[src/rtl/trg_pkg.sv]
// Shared types and cfg word layout for the SUMP-style trigger stages.
package trg_pkg;

    localparam int TRG_DLY_LSB    = 0;
    localparam int TRG_DLY_W      = 16;
    localparam int TRG_LVL_LSB    = 16;
    localparam int TRG_LVL_W      = 2;
    localparam int TRG_CHAN_LSB   = 20;
    localparam int TRG_CHAN_W     = 5;
    localparam int TRG_SERIAL_BIT = 26;
    localparam int TRG_START_BIT  = 27;

    typedef enum logic [1:0] {
        IDLE  = 2'd0,
        ARMED = 2'd1,
        DELAY = 2'd2,
        FIRED = 2'd3
    } trg_state_e;

    // Field order mirrors the bit offsets above, MSB first.
    typedef struct packed {
        logic [3:0]            rsvd_31_28;
        logic                  start;
        logic                  serial;
        logic                  rsvd_25;
        logic [TRG_CHAN_W-1:0] channel;
        logic [1:0]            rsvd_19_18;
        logic [TRG_LVL_W-1:0]  level;
        logic [TRG_DLY_W-1:0]  delay;
    } trg_cfg_t;

endpackage

[src/rtl/trigger_match.sv]
// Masked value compare for one trigger stage; serial-channel shift register
// is compiled in only when TRG_SERIAL_EN is defined.
module trigger_match
    import trg_pkg::*;
#(
    parameter int DW = 32
) (
    input  logic                  clk_i,
    input  logic                  rst_i,
    input  logic                  clr_i,
    input  logic                  shift_i,
    input  logic                  serial_i,
    input  logic [TRG_CHAN_W-1:0] chan_i,
    input  logic [DW-1:0]         smpls_i,
    input  logic [DW-1:0]         mask_i,
    input  logic [DW-1:0]         val_i,
    output logic                  hit_o
);

    logic [DW-1:0] cmp;

`ifdef TRG_SERIAL_EN
    logic [DW-1:0] sr_q;
    logic [DW-1:0] sr_next;
    logic          new_bit;

    assign new_bit = smpls_i[chan_i];
    // The incoming bit takes part in the compare of the same strobe.
    assign sr_next = {sr_q[DW-2:0], new_bit};

    always_ff @(posedge clk_i) begin
        if (rst_i || clr_i) begin
            sr_q <= '0;
        end else if (shift_i) begin
            sr_q <= sr_next;
        end
    end

    assign cmp = serial_i ? sr_next : smpls_i;
`else
    logic unused_serial;
    assign unused_serial = ^{clk_i, rst_i, clr_i, shift_i, serial_i, chan_i};
    assign cmp = smpls_i;
`endif

    assign hit_o = (((cmp ^ val_i) & mask_i) == '0);

endmodule

[src/rtl/trigger_stage.sv]
// One trigger stage: level-gated masked match, optional strobe delay, then
// lvl_inc_o or run_o. Optional serial compare via TRG_SERIAL_EN.
module trigger_stage
    import trg_pkg::*;
#(
    parameter int DW   = 32,
    parameter int DLYW = 16,
    parameter int LVLW = 2
) (
    input  logic            clk_i,
    input  logic            rst_i,
    input  logic            arm_i,
    input  logic            set_mask_i,
    input  logic            set_val_i,
    input  logic            set_cfg_i,
    input  logic [31:0]     cfg_i,
    input  logic            stb_i,
    input  logic [DW-1:0]   smpls_i,
    input  logic [LVLW-1:0] lvl_i,
    output logic            armed_o,
    output logic            lvl_inc_o,
    output logic            run_o
);

    logic [DW-1:0]   mask_q;
    logic [DW-1:0]   val_q;
    trg_cfg_t        cfg_q;
    logic [DLYW-1:0] cnt_q;
    logic [DLYW-1:0] cnt_d;
    logic [DLYW-1:0] delay_v;
    trg_state_e      state_q;
    trg_state_e      state_d;
    logic            run_d;
    logic            inc_d;
    logic            run_p1;
    logic            inc_p1;
    logic            hit;
    logic            lvl_ok;
    logic            armed_stb;
    logic            match_p0;
    logic            unused_cfg;

    assign unused_cfg = ^{cfg_q.rsvd_31_28, cfg_q.rsvd_25, cfg_q.rsvd_19_18};

    always_ff @(posedge clk_i) begin
        if (rst_i) begin
            mask_q <= '0;
            val_q  <= '0;
            cfg_q  <= '0;
        end else begin
            if (set_mask_i) mask_q <= DW'(cfg_i);
            if (set_val_i)  val_q  <= DW'(cfg_i);
            if (set_cfg_i)  cfg_q  <= trg_cfg_t'(cfg_i);
        end
    end

    // An arm in the same cycle as a strobe suppresses evaluation of that strobe.
    assign armed_stb = (state_q == ARMED) && stb_i && !arm_i;

    trigger_match #(
        .DW (DW)
    ) u_match (
        .clk_i    (clk_i),
        .rst_i    (rst_i),
        .clr_i    (arm_i),
        .shift_i  (armed_stb),
        .serial_i (cfg_q.serial),
        .chan_i   (cfg_q.channel),
        .smpls_i  (smpls_i),
        .mask_i   (mask_q),
        .val_i    (val_q),
        .hit_o    (hit)
    );

    // Unsigned compare in a wide domain so unreachable levels never match.
    assign lvl_ok   = 32'(lvl_i) >= 32'(cfg_q.level);
    assign match_p0 = armed_stb && lvl_ok && hit;
    assign delay_v  = DLYW'(cfg_q.delay);

    // ---- stage p0 -> p1: state, counter and registered pulses
    always_ff @(posedge clk_i) begin
        if (rst_i) begin
            state_q <= IDLE;
            cnt_q   <= '0;
            run_p1  <= 1'b0;
            inc_p1  <= 1'b0;
        end else begin
            state_q <= state_d;
            cnt_q   <= cnt_d;
            run_p1  <= run_d;
            inc_p1  <= inc_d;
        end
    end

    always_comb begin
        state_d = state_q;
        if (arm_i) begin
            state_d = ARMED;
        end else begin
            case (state_q)
                IDLE: state_d = IDLE;
                ARMED: begin
                    if (match_p0) begin
                        if (cfg_q.start && delay_v != '0) state_d = DELAY;
                        else                              state_d = FIRED;
                    end
                end
                DELAY: begin
                    if (stb_i && cnt_q == DLYW'(1)) state_d = FIRED;
                end
                FIRED: state_d = FIRED;
                default: state_d = IDLE;
            endcase
        end
    end

    always_comb begin
        run_d = 1'b0;
        inc_d = 1'b0;
        cnt_d = cnt_q;
        if (arm_i) begin
            cnt_d = '0;
        end else begin
            case (state_q)
                ARMED: begin
                    if (match_p0) begin
                        if (!cfg_q.start)         inc_d = 1'b1;
                        else if (delay_v == '0)   run_d = 1'b1;
                        else                      cnt_d = delay_v;
                    end
                end
                DELAY: begin
                    if (stb_i) begin
                        if (cnt_q == DLYW'(1)) begin
                            run_d = 1'b1;
                            cnt_d = '0;
                        end else begin
                            cnt_d = cnt_q - DLYW'(1);
                        end
                    end
                end
                default: ;
            endcase
        end
    end

    // ---- stage p1: outputs
    assign armed_o   = (state_q == ARMED) || (state_q == DELAY);
    assign run_o     = run_p1;
    assign lvl_inc_o = inc_p1;

endmodule

[config.mk]
export PLATFORM = sky130hd
export DESIGN_NAME = trigger_stage
export DESIGN_NICKNAME = d
export VERILOG_FILES = /design/src/rtl/trg_pkg.sv /design/src/rtl/trigger_match.sv /design/src/rtl/trigger_stage.sv
export SDC_FILE = /design/constraint.sdc
export NUM_CORES = 1
export LEC_CHECK = 0
export CAP_MARGIN = 30
export CORE_AREA = 2 2 82 123
export DETAILED_ROUTE_END_ITERATION = 10
export DIE_AREA = 0 0 84 125
export GPL_TIMING_DRIVEN = 0
export PLACE_DENSITY = 0.78
export SYNTH_ARGS = -nofsm -noshare
export SYNTH_HDL_FRONTEND = slang
export SYNTH_SLANG_ARGS = --single-unit
[constraint.sdc]
create_clock -name clk_i -period 3.3 [get_ports clk_i]
set_clock_uncertainty 0.05 [all_clocks]
set_input_delay 0.99 -clock clk_i [delete_from_list [all_inputs] [get_ports clk_i]]
set_output_delay 0.99 -clock clk_i [all_outputs]
set_load 0.03 [all_outputs]
# == Word level (Yosys, flattened, before mapping) ==
# Index checks and enable logic that the tools add are counted.
# word_totals
regBits,103
inputBits,73
output_inout_bits,3
wordCells,63
# op_classes
n_addsub,1
order_cmp,1
eq_ne,11
n_mux,18
n_bitwise,4
n_reduce_logical,18
# op_table
cell,count
$mux W16,5
$and A32 B32 Y32,1
$logic_not A32 Y1,1
$pmux W16 S2,1
$xor A32 B32 Y32,1
$eq A16 B1 Y1 const B,1
$logic_not A16 Y1,1
$reduce_bool A16 Y1,1
$sub A16 B1 Y16 const B,1
$ne A2 B2 Y1 const B,5
$mux W1,8
$pmux W2 S4,1
$logic_and A1 B1 Y1,6
$ne A3 B3 Y1 const B,2
$reduce_and A5 Y1,1
$eq A2 B2 Y1 const B,2
$mux W2,2
$reduce_and A2 Y1,2
$reduce_or A4 Y1,1
$eq A2 B1 Y1 const B,1
$ge A2 B2 Y1,1
$logic_not A2 Y1,1
$not A1 Y1,2
$pmux W1 S2,1
4 further kinds,4

# == Logic depth before layout (Yosys ltp) ==
# Gate-level depths: netlist (run 1).
# depth
word_depth,8
ltp_mapped,11
depth_no_buf,9

# == Modules after synthesis ==
# From an unflattened synthesis (run 1), not the netlist that was laid out.
# hier_totals
hier_cells,529
hier_area_um2,4922.2
# by_module_without_submodules
mod,n_inst,cells_each,area_each_um2,seq_area_each_um2
trigger_stage,1,476,4484.3,2182.1
trigger_match,1,53,437.9,0.0

# == Least setup slack after synthesis (run 1) ==
# No wires, ideal clock.
# synth_path
kind,input -> register
startpoint,input port lvl_i[0]
endpoint,register cnt_q[12]
arrival_ps,2758
required_time_ps,3162
path_slack_ps,404
stages,11
path_buffers,2
path_cell_list,inv_1 ha_1 nand2b_1 a21o_1 nand4_1 nor4_1 a21bo_2 buf_6 nand2_1 clkbuf_1 o31ai_1
# synth_via
elab_chain_cells,5
# synth_rtl
item,line_no,text
"start, declared",trigger_stage.sv:19,"input logic [LVLW-1:0] lvl_i,"
$ge A2 B2 Y1,trigger_stage.sv:76,assign lvl_ok = 32'(lvl_i) >= 32'(cfg_q.level);
$logic_and A1 B1 Y1 (2 in series),trigger_stage.sv:77,assign match_p0 = armed_stb && lvl_ok && hit;
$ne A2 B2 Y1 (no line),n/a,
$reduce_and A5 Y1 (no line),n/a,
"end signal, assigned",trigger_stage.sv:89,cnt_q <= cnt_d;
"end, declared",trigger_stage.sv:28,logic [DLYW-1:0] cnt_q;
# No other way between the ends.
# A chain may end at the register's enable or synchronous reset.

# == Worst setup path in the final report (run 1) ==
# layout_path
startpoint,input port smpls_i[28]
endpoint,register cnt_q[14]
# layout_via
elab_chain_cells,6
# layout_rtl
item,line_no,text
"start, declared",trigger_stage.sv:18,"input logic [DW-1:0] smpls_i,"
$xor A32 B32 Y32,trigger_match.sv:46,assign hit_o = (((cmp ^ val_i) & mask_i) == '0);
$and A32 B32 Y32,trigger_match.sv:46,
$logic_not A32 Y1,trigger_match.sv:46,
$logic_and A1 B1 Y1,trigger_stage.sv:77,
$ne A2 B2 Y1 (no line),n/a,
$reduce_and A5 Y1 (no line),n/a,
# No other way between the ends.

==> impl_metrics.json, run 1 <==
{
  "powerDensity_nw_per_um2": 505,
  "cts_sinks": 103,
  "final_nets": 702,
  "hold_viol": 0,
  "layout-drive-gt1-share_pct": 4.63,
  "rows": 44,
  "insertion_delay_ns": 0.35,
  "antenna_found_initial": 0,
  "setup.worst_path.class": "primary input to register",
  "path_cells": "clkdlybuf4s50_1 > xor2_1 > a22oi_1 > nand4_1 > nor4_4 > a21bo_2 > buf_6 > nand2_1 > buf_4 > o31ai_1",
  "worstSetupEndpointType": "register",
  "rrSetupSlack_ns": 0.41,
  "critPathArrivalTime_ns": 3.30,
  "dp_cells": 725,
  "synth_top_area_share_pct": 41.8,
  "vdd_drop_max_mv": 0.342,
  "cts_buffers": 9,
  "postLayoutCellArea_um2": 6140,
  "die_h_um": 125,
  "grt_usage_pct": 26.2,
  "root_buffer": "clkbuf_16",
  "power_mw": 3.10,
  "drtIter0Drc": 252,
  "worst_pin_slew_ns": 0.880,
  "period_share_pct": 93.6,
  "yosys_most_used_dff": "dfxtp_1",
  "post_dp_cell_area_um2": 5800,
  "cts_htree_levels": 3,
  "synth_seq_area_share_pct": 41.8,
  "wl_um": 13800,
  "grt_first_pass_wirelength_um": 21800,
  "start_util_pct": 51.8,
  "status": "finished clean",
  "leakagePower_nw": 2.61,
  "numPortBuffers": 72,
  "cts_buffer_depth": 2,
  "drtAntennaViolNets": 0,
  "dp_slack_ns": -0.611,
  "core_area_um2": 9520,
  "cts_tree": "yes",
  "synth_edf_count": 0,
  "syn_to_final_growth_pct": 24.5,
  "critPathSlowestCell": "clkdlybuf4s50_1",
  "synth_nets": 619,
  "min_from": "cnt_q[11]",
  "antenna_cells": 0,
  "stdcell_count": 741,
  "yosysMostFrequentCell": "dfxtp_1",
  "path_clk_slew_ns": 0.07,
  "synth_seq_cells": 103,
  "critPathMaxStageDelay_ns": 0.42,
  "grt_start_max_net_pins": 21,
  "hold_ws_ns": 0.427,
  "relSlewSlack_pct": 41.3,
  "overflow": 0,
  "avgSynthCellArea_um2": 9.17,
  "fin_util_pct": 64.5,
  "first_global_vias": 4417,
  "synth-async-reset-ratio_pct": 0,
  "cts_setup_buffers": 0,
  "setup_ws_ns": 0.211,
  "crit_required_ns": 3.51,
  "fin_tns_setup_ns": 0,
  "ios": 76,
  "die-area_um2": 10500,
  "vias": 4372,
  "dpl.hpwl_um": 10600,
  "rsz0062_at_grt": "no",
  "die_w_um": 84,
  "critPathLaunch": "smpls_i[28]",
  "synth_cell_types": 48,
  "gp_congestion": 0.920,
  "syn-instance-count": 538,
  "finalCriticalPeriod_ns": 3.09,
  "worstSetupStartpointType": "primary input",
  "synthTopCellsByArea": "dfxtp_1, mux2i_1, nor2_1, xor2_1, a22oi_1",
  "synth_common_cells": "dfxtp_1, nor2_1, mux2i_1, xor2_1, nand2_1",
  "hold_class": "register to register",
  "postCtsHoldBufs": 0,
  "maxCapViolations": 0,
  "drt_first_pass_iters": 5,
  "fmax_mhz": 324,
  "finalSetupViolCount": 0,
  "avgRoutedWirePerCell_um": 18.6,
  "yosysWarnings": 0,
  "rr_startpoint": "state_q[1]",
  "syn_area_um2": 4930,
  "finalMaxSlewViolations": 0,
  "cp_max_fo": 10,
  "viasPerCell": 5.90,
  "yosys.area.top_type": "dfxtp_1",
  "drc": 0
}
-- worst max-delay path, delay by kind of cell --
family | cells | cell delay, ns
buffers and inverters | 3 | 0.80
AOI/OAI and AO/OA | 3 | 0.70
and+or+nand+nor | 3 | 0.64
xor gates and xnor gates | 1 | 0.17
-- final timing paths --
path / to / cells after the start
worst min register to register: cnt_q[11] / 2
worst min-delay path: cnt_q[11] / 2
worst max register to register: cnt_q[5] / 10
worst max-delay path: cnt_q[14] / 10
-- power breakdown --
part	switching [mW]	total (mW)	internal (mW)	leakage, nW
clock network	0.527	1.14	0.611	0.157
registers	0.0572	1.37	1.31	0.847
logic	0.323	0.592	0.269	1.60
total	0.907	3.10	2.19	2.61
-- placed cells by master (no fill, tap or decap), types with 8 or more instances in the layout --
cell               n
nor2_1            96
nand4_1            9
a22oi_1           18
clkbuf_16          9
nand2_1           30
nor4_1             8
clkdlybuf4s50_1   72
clkbuf_1          12
xor2_1            33
ha_1               8
a21oi_1           12
nand3_1            8
nor3_1            10
dfxtp_1          103
mux2i_1           90
buf_1             12
inv_1             11
o21ai_0           13
-- timing repair --
item / in CTS / in global routing
endpoints found under the hold margin: 0 / 0
setup endpoints to repair: 16 / 16
pin swaps: 0 / 1
resized for setup: 3 / 4
-- sequential cells by signal, summed over array words and instances (netlist names) --
signal and count:
mask_q 32, val_q 32, cnt_q 16, delay_v 16, cfg_q 3, state_q 2
lvl_inc_o 1, run_o 1
-- kinds of logic (layout without fill, tap and decap cells) --
logic type / after synthesis / after routing / synth area share [%]
xor+xnor: 35 / 35 / 6.22
simple gates: 183 / 183 / 17.1
flops: 103 / 103 / 41.8
fa+ha+maj: 8 / 8 / 2.03
mux: 90 / 90 / 18.3
buf+inv: 41 / 129 / 3.35
compound gates: 78 / 78 / 11.2
-- per-layer routing --
metal  vias up  track usage [%]  part of all wire, %
li1       2075                -                    -
met2       198             48.4                   53
met4         0             15.1                  4.6
met5         -                0                    0
met3        44             3.56                  4.9
met1      2055             28.0                   38
-- area by class of cell --
type / count / area, um2
Buffer: 30 / 129
Clock buffer: 9 / 225
Clock inverter: 7 / 97.6
Fill cell: 837 / 3390
Inverter: 11 / 41.3
Multi-Input combinational cell: 394 / 2720
Sequential cell: 103 / 2060
Tap cell: 115 / 144
Timing Repair Buffer: 72 / 721
(Power assumes the default switching activity.)
==> run 2, diff against run 1 <==
- CTS_BUF_LIST: default -> sky130_fd_sc_hd__clkbuf_16
- HOLD_SLACK_MARGIN: default -> 0.12
- RECOVER_POWER: default -> 25
==> impl_metrics.json, run 2 (synthesis gave the netlist of run 1 again) <==
{
  "status": "finished clean",
  "fill_cells": 837,
  "grt_first_pass_wirelength_um": 21800,
  "core_area_um2": 9520,
  "fin_util_pct": 64.5,
  "power_mw": 3.10,
  "numPortBuffers": 72,
  "period_share_pct": 93.8,
  "register_area_um2": 2060,
  "power_frac_seq_pct": 44.2,
  "antenna_cells": 0,
  "stdcell_count": 741,
  "leakagePower_nw": 2.62,
  "vdd_drop_max_mv": 0.342,
  "start_util_pct": 51.8,
  "viasPerCell": 5.89,
  "hold_ws_ns": 0.427,
  "path_clk_slew_ns": 0.07,
  "finalMaxSlewViolations": 0,
  "postCtsHoldBufs": 0,
  "post_dp_cell_area_um2": 5800,
  "vias": 4363,
  "worstSetupStartpointType": "primary input",
  "dp_slack_ns": -0.611,
  "avgRoutedWirePerCell_um": 18.6,
  "rr_startpoint": "state_q[1]",
  "maxCapViolations": 0,
  "setup.worst_path.class": "primary input to register",
  "hold_class": "register to register",
  "first_global_vias": 4417,
  "rsz0062_at_grt": "no",
  "min_from": "cnt_q[11]",
  "cp_max_fo": 10,
  "top_regs": "mask_q (32), val_q (32)",
  "cts_setup_buffers": 0,
  "die-area_um2": 10500,
  "final_common_cell": "dfxtp_1",
  "fin_tns_setup_ns": 0,
  "critPathArrivalTime_ns": 3.31,
  "cts_sinks": 103,
  "postLayoutCellArea_um2": 6140,
  "drc": 0,
  "worst_pin_slew_ns": 0.877,
  "worstSetupEndpointType": "register",
  "p_int_mw": 2.19,
  "drtAntennaViolNets": 0,
  "min_to": "cnt_q[11]",
  "antenna_found_initial": 0,
  "r2r-end": "cnt_q[5]",
  "drt_first_pass_iters": 5,
  "grt_start_max_net_pins": 21,
  "wl_um": 13800,
  "overflow": 0,
  "cts_buffer_depth": 2,
  "cts_buffers": 9,
  "whs_path_depth": 2,
  "grt_usage_pct": 26.2,
  "crit_required_ns": 3.51,
  "cts_tree": "yes",
  "ios": 76,
  "setup_ws_ns": 0.203,
  "syn_to_final_growth_pct": 24.5,
  "gp_congestion": 0.920,
  "dpl.hpwl_um": 10600,
  "layout_common_cells": "dfxtp_1, nor2_1, mux2i_1, clkdlybuf4s50_1, xor2_1",
  "final_nets": 702,
  "powerDensity_nw_per_um2": 504,
  "die_h_um": 125,
  "finalCriticalPeriod_ns": 3.10,
  "die_w_um": 84,
  "relSlewSlack_pct": 41.5,
  "multi_input_comb_area_um2": 2720,
  "rrSetupSlack_ns": 0.41,
  "layout-drive-gt1-share_pct": 4.63,
  "drtIter0Drc": 254,
  "r2r_cells": 10,
  "p_sw_share_pct": 29.2,
  "dp_cells": 725,
  "root_buffer": "clkbuf_16",
  "cts_htree_levels": 3,
  "fmax_mhz": 323,
  "finalSetupViolCount": 0,
  "power_frac_comb_pct": 19.1,
  "rows": 44,
  "switchingPower_mw": 0.904,
  "hold_viol": 0,
  "insertion_delay_ns": 0.35,
  "clkPwrFrac_pct": 36.7
}
## run 2: routing by layer
layer,up-vias,global-route usage (%),share of wire [%]
li1,2076,-,-
met1,2060,28.0,38
met2,180,48.4,53
met3,47,3.56,4.7
met4,0,15.1,4.7
met5,-,0,0
## run 2: power groups by stage
stage,Sequential [mW],Clock [mW],Combinational [mW]
6_report,1.37,1.14,0.592
5_1_grt,1.37,1.20,0.640
4_1_cts,1.37,1.15,0.582
3_5_place_dp,1.39,0,0.575
3_3_place_gp,1.39,0,0.565
2_1_floorplan,1.38,0,0.366
## run 2: how the worst max path moves through the flow
stage | from | endpoint | slack [ns] | cells past startpoint
finish | smpls_i[28] | cnt_q[14] | 0.20 | 10
global route | arm_i | cnt_q[12] | 0.007 | 10
CTS | lvl_i[0] | cnt_q[7] | 0.06 | 12
detailed placement | lvl_i[0] | cnt_q[12] | -0.61 | 12
global placement | lvl_i[0] | cnt_q[14] | -0.57 | 12
floorplan | lvl_i[0] | cnt_q[12] | 0.40 | 11
## run 2: layout make-up
type	instances	area share, %
repair buffers	72	11.7
plain buffers	30	2.10
clock inverters	7	1.59
flip-flops and latches	103	33.6
multi-input cells	394	44.3
inverters	11	0.673
clock buffers	9	3.67
well taps	115	2.34
## run 2: timing repair
item | CTS | global route
gates cloned | 0 | 0
pin swaps | 0 | 1
endpoints found under the setup margin | 16 | 16
resized for setup | 3 | 4
## run 2: critical path: stages
cell and delay [ns]:
clkdlybuf4s50_1 0.42, xor2_1 0.17, a22oi_1 0.28, nand4_1 0.19
nor4_4 0.35, a21bo_2 0.19, buf_6 0.13, nand2_1 0.10
buf_4 0.25, o31ai_1 0.23
==> run 3, diff against run 2 <==
- GPL_ROUTABILITY_DRIVEN: default -> 0
==> impl_metrics.json, run 3 (synthesis gave the netlist of run 1 again) <==
{
  "status": "finished clean",
  "die_w_um": 84,
  "critPathArrivalTime_ns": 3.39,
  "avgRoutedWirePerCell_um": 18.4,
  "leakagePower_nw": 2.60,
  "cts_tree": "yes",
  "powerDensity_nw_per_um2": 493,
  "layout_common_cells": "dfxtp_1, nor2_1, mux2i_1, clkdlybuf4s50_1, xor2_1",
  "critPathSlowestCell": "clkdlybuf4s50_1",
  "dp_slack_ns": -0.741,
  "clkPwrFrac_pct": 35.1,
  "overflow": 0,
  "antenna_cells": 0,
  "setup_ws_ns": 0.133,
  "worst_pin_slew_ns": 0.898,
  "grt_start_max_net_pins": 20,
  "core_area_um2": 9520,
  "r2r_cells": 10,
  "setup.worst_path.class": "primary input to register",
  "grt_first_pass_wirelength_um": 21700,
  "dpl.hpwl_um": 10400,
  "worstSetupStartpointType": "primary input",
  "grt_use_met3_pct": 4.69,
  "path_clk_slew_ns": 0.08,
  "ios": 76,
  "power_frac_comb_pct": 19.5,
  "cts_buffer_depth": 2,
  "rows": 44,
  "antenna_found_initial": 0,
  "period_share_pct": 96.0,
  "drt_first_pass_iters": 5,
  "viasPerCell": 5.84,
  "start_util_pct": 51.8,
  "fin_tns_setup_ns": 0,
  "drtAntennaViolNets": 0,
  "cts_buffers": 9,
  "drtIter0Drc": 289,
  "met1_usage_pct": 29.3,
  "cts_setup_buffers": 0,
  "finalCriticalPeriod_ns": 3.17,
  "vias": 4327,
  "worstSetupEndpointType": "register",
  "fill_cells": 810,
  "min_from": "cnt_q[11]",
  "power_mw": 3.01,
  "die-area_um2": 10500,
  "final_nets": 702,
  "numPortBuffers": 72,
  "power_frac_seq_pct": 45.5,
  "maxCapViolations": 0,
  "r2r-end": "cnt_q[14]",
  "layout-drive-gt1-share_pct": 4.79,
  "syn_to_final_growth_pct": 23.9,
  "insertion_delay_ns": 0.36,
  "hold_class": "register to register",
  "top_regs": "mask_q (32), val_q (32)",
  "cts_sinks": 103,
  "cts_htree_levels": 3,
  "root_buffer": "clkbuf_16",
  "p_sw_share_pct": 29.9,
  "finalSetupViolCount": 0,
  "path_cells": "clkdlybuf4s50_1 > inv_1 > ha_1 > nand2b_1 > a21o_1 > nand4_1 > nor4_4 > a21bo_2 > buf_6 > nand2_1 > clkbuf_4 > o31ai_1",
  "grt-busiest-layer": "met2",
  "drc": 0,
  "switchingPower_mw": 0.901,
  "rsz0062_at_grt": "no",
  "final_common_cell": "dfxtp_1",
  "rrSetupSlack_ns": 0.43,
  "fin_util_pct": 64.2,
  "first_global_vias": 4328,
  "fmax_mhz": 316,
  "crit_required_ns": 3.52,
  "dp_cells": 725,
  "post_dp_cell_area_um2": 5800,
  "stdcell_count": 741,
  "min_to": "cnt_q[11]",
  "hold_viol": 0,
  "whs_path_depth": 2,
  "hold_ws_ns": 0.438,
  "relSlewSlack_pct": 39.6,
  "grt_usage_pct": 26.3,
  "cp_max_fo": 10,
  "p_int_mw": 2.11,
  "wl_um": 13700,
  "die_h_um": 125,
  "critPathMaxStageDelay_ns": 0.46,
  "rr_startpoint": "state_q[1]",
  "multi_input_comb_area_um2": 2720,
  "register_area_um2": 2060,
  "grt_use_met2_pct": 47.9,
  "postLayoutCellArea_um2": 6110,
  "vdd_drop_max_mv": 0.380,
  "finalMaxSlewViolations": 0
}
run 3: metal layers:
layer	routed length [um]	vias to the layer above
li1	-	2065
met1	5260	2047
met2	7170	166
met3	646	49
met4	571	0
met5	0	-
run 3: what timing repair did:
item	in CTS	in global routing
gates cloned	0	0
hold buffers	0	0
endpoints found under the setup margin	16	16
pin swaps	0	1
resized for setup	4	3
run 3: cell type report:
class	count	area share [%]
tap	115	2.35
multi-input combinational	394	44.6
clock buffer	9	3.69
timing repair buffer	72	11.8
inverter	11	0.676
clock inverter	7	1.06
sequential	103	33.7
buffer	30	2.11
run 3: power groups by stage:
stage               registers, mW  clock network [mW]  logic (mW)
floorplan                    1.38                   0       0.366
global placement             1.39                   0       0.557
detailed placement           1.39                   0       0.571
CTS                          1.37                1.06       0.579
global route                 1.38                1.12       0.637
finish                       1.37                1.06       0.586
run 3: how the worst max path moves through the flow:
stage / from / to / depth (start not counted)
after floorplan: lvl_i[0] / cnt_q[12] / 11
after global placement: arm_i / cnt_q[5] / 10
after detailed placement: lvl_i[0] / cnt_q[12] / 12
after CTS: lvl_i[0] / cnt_q[14] / 12
after global routing: lvl_i[0] / cnt_q[7] / 12
final: lvl_i[0] / cnt_q[14] / 12
run 3: worst max-delay path, delay by kind of cell:
family	cells	cell delay, ns
AND/OR/NAND/NOR	4	0.62
buffers and inverters	4	0.91
adder cells (fa/ha/maj)	1	0.27
AO/OA/AOI/OAI	3	0.59
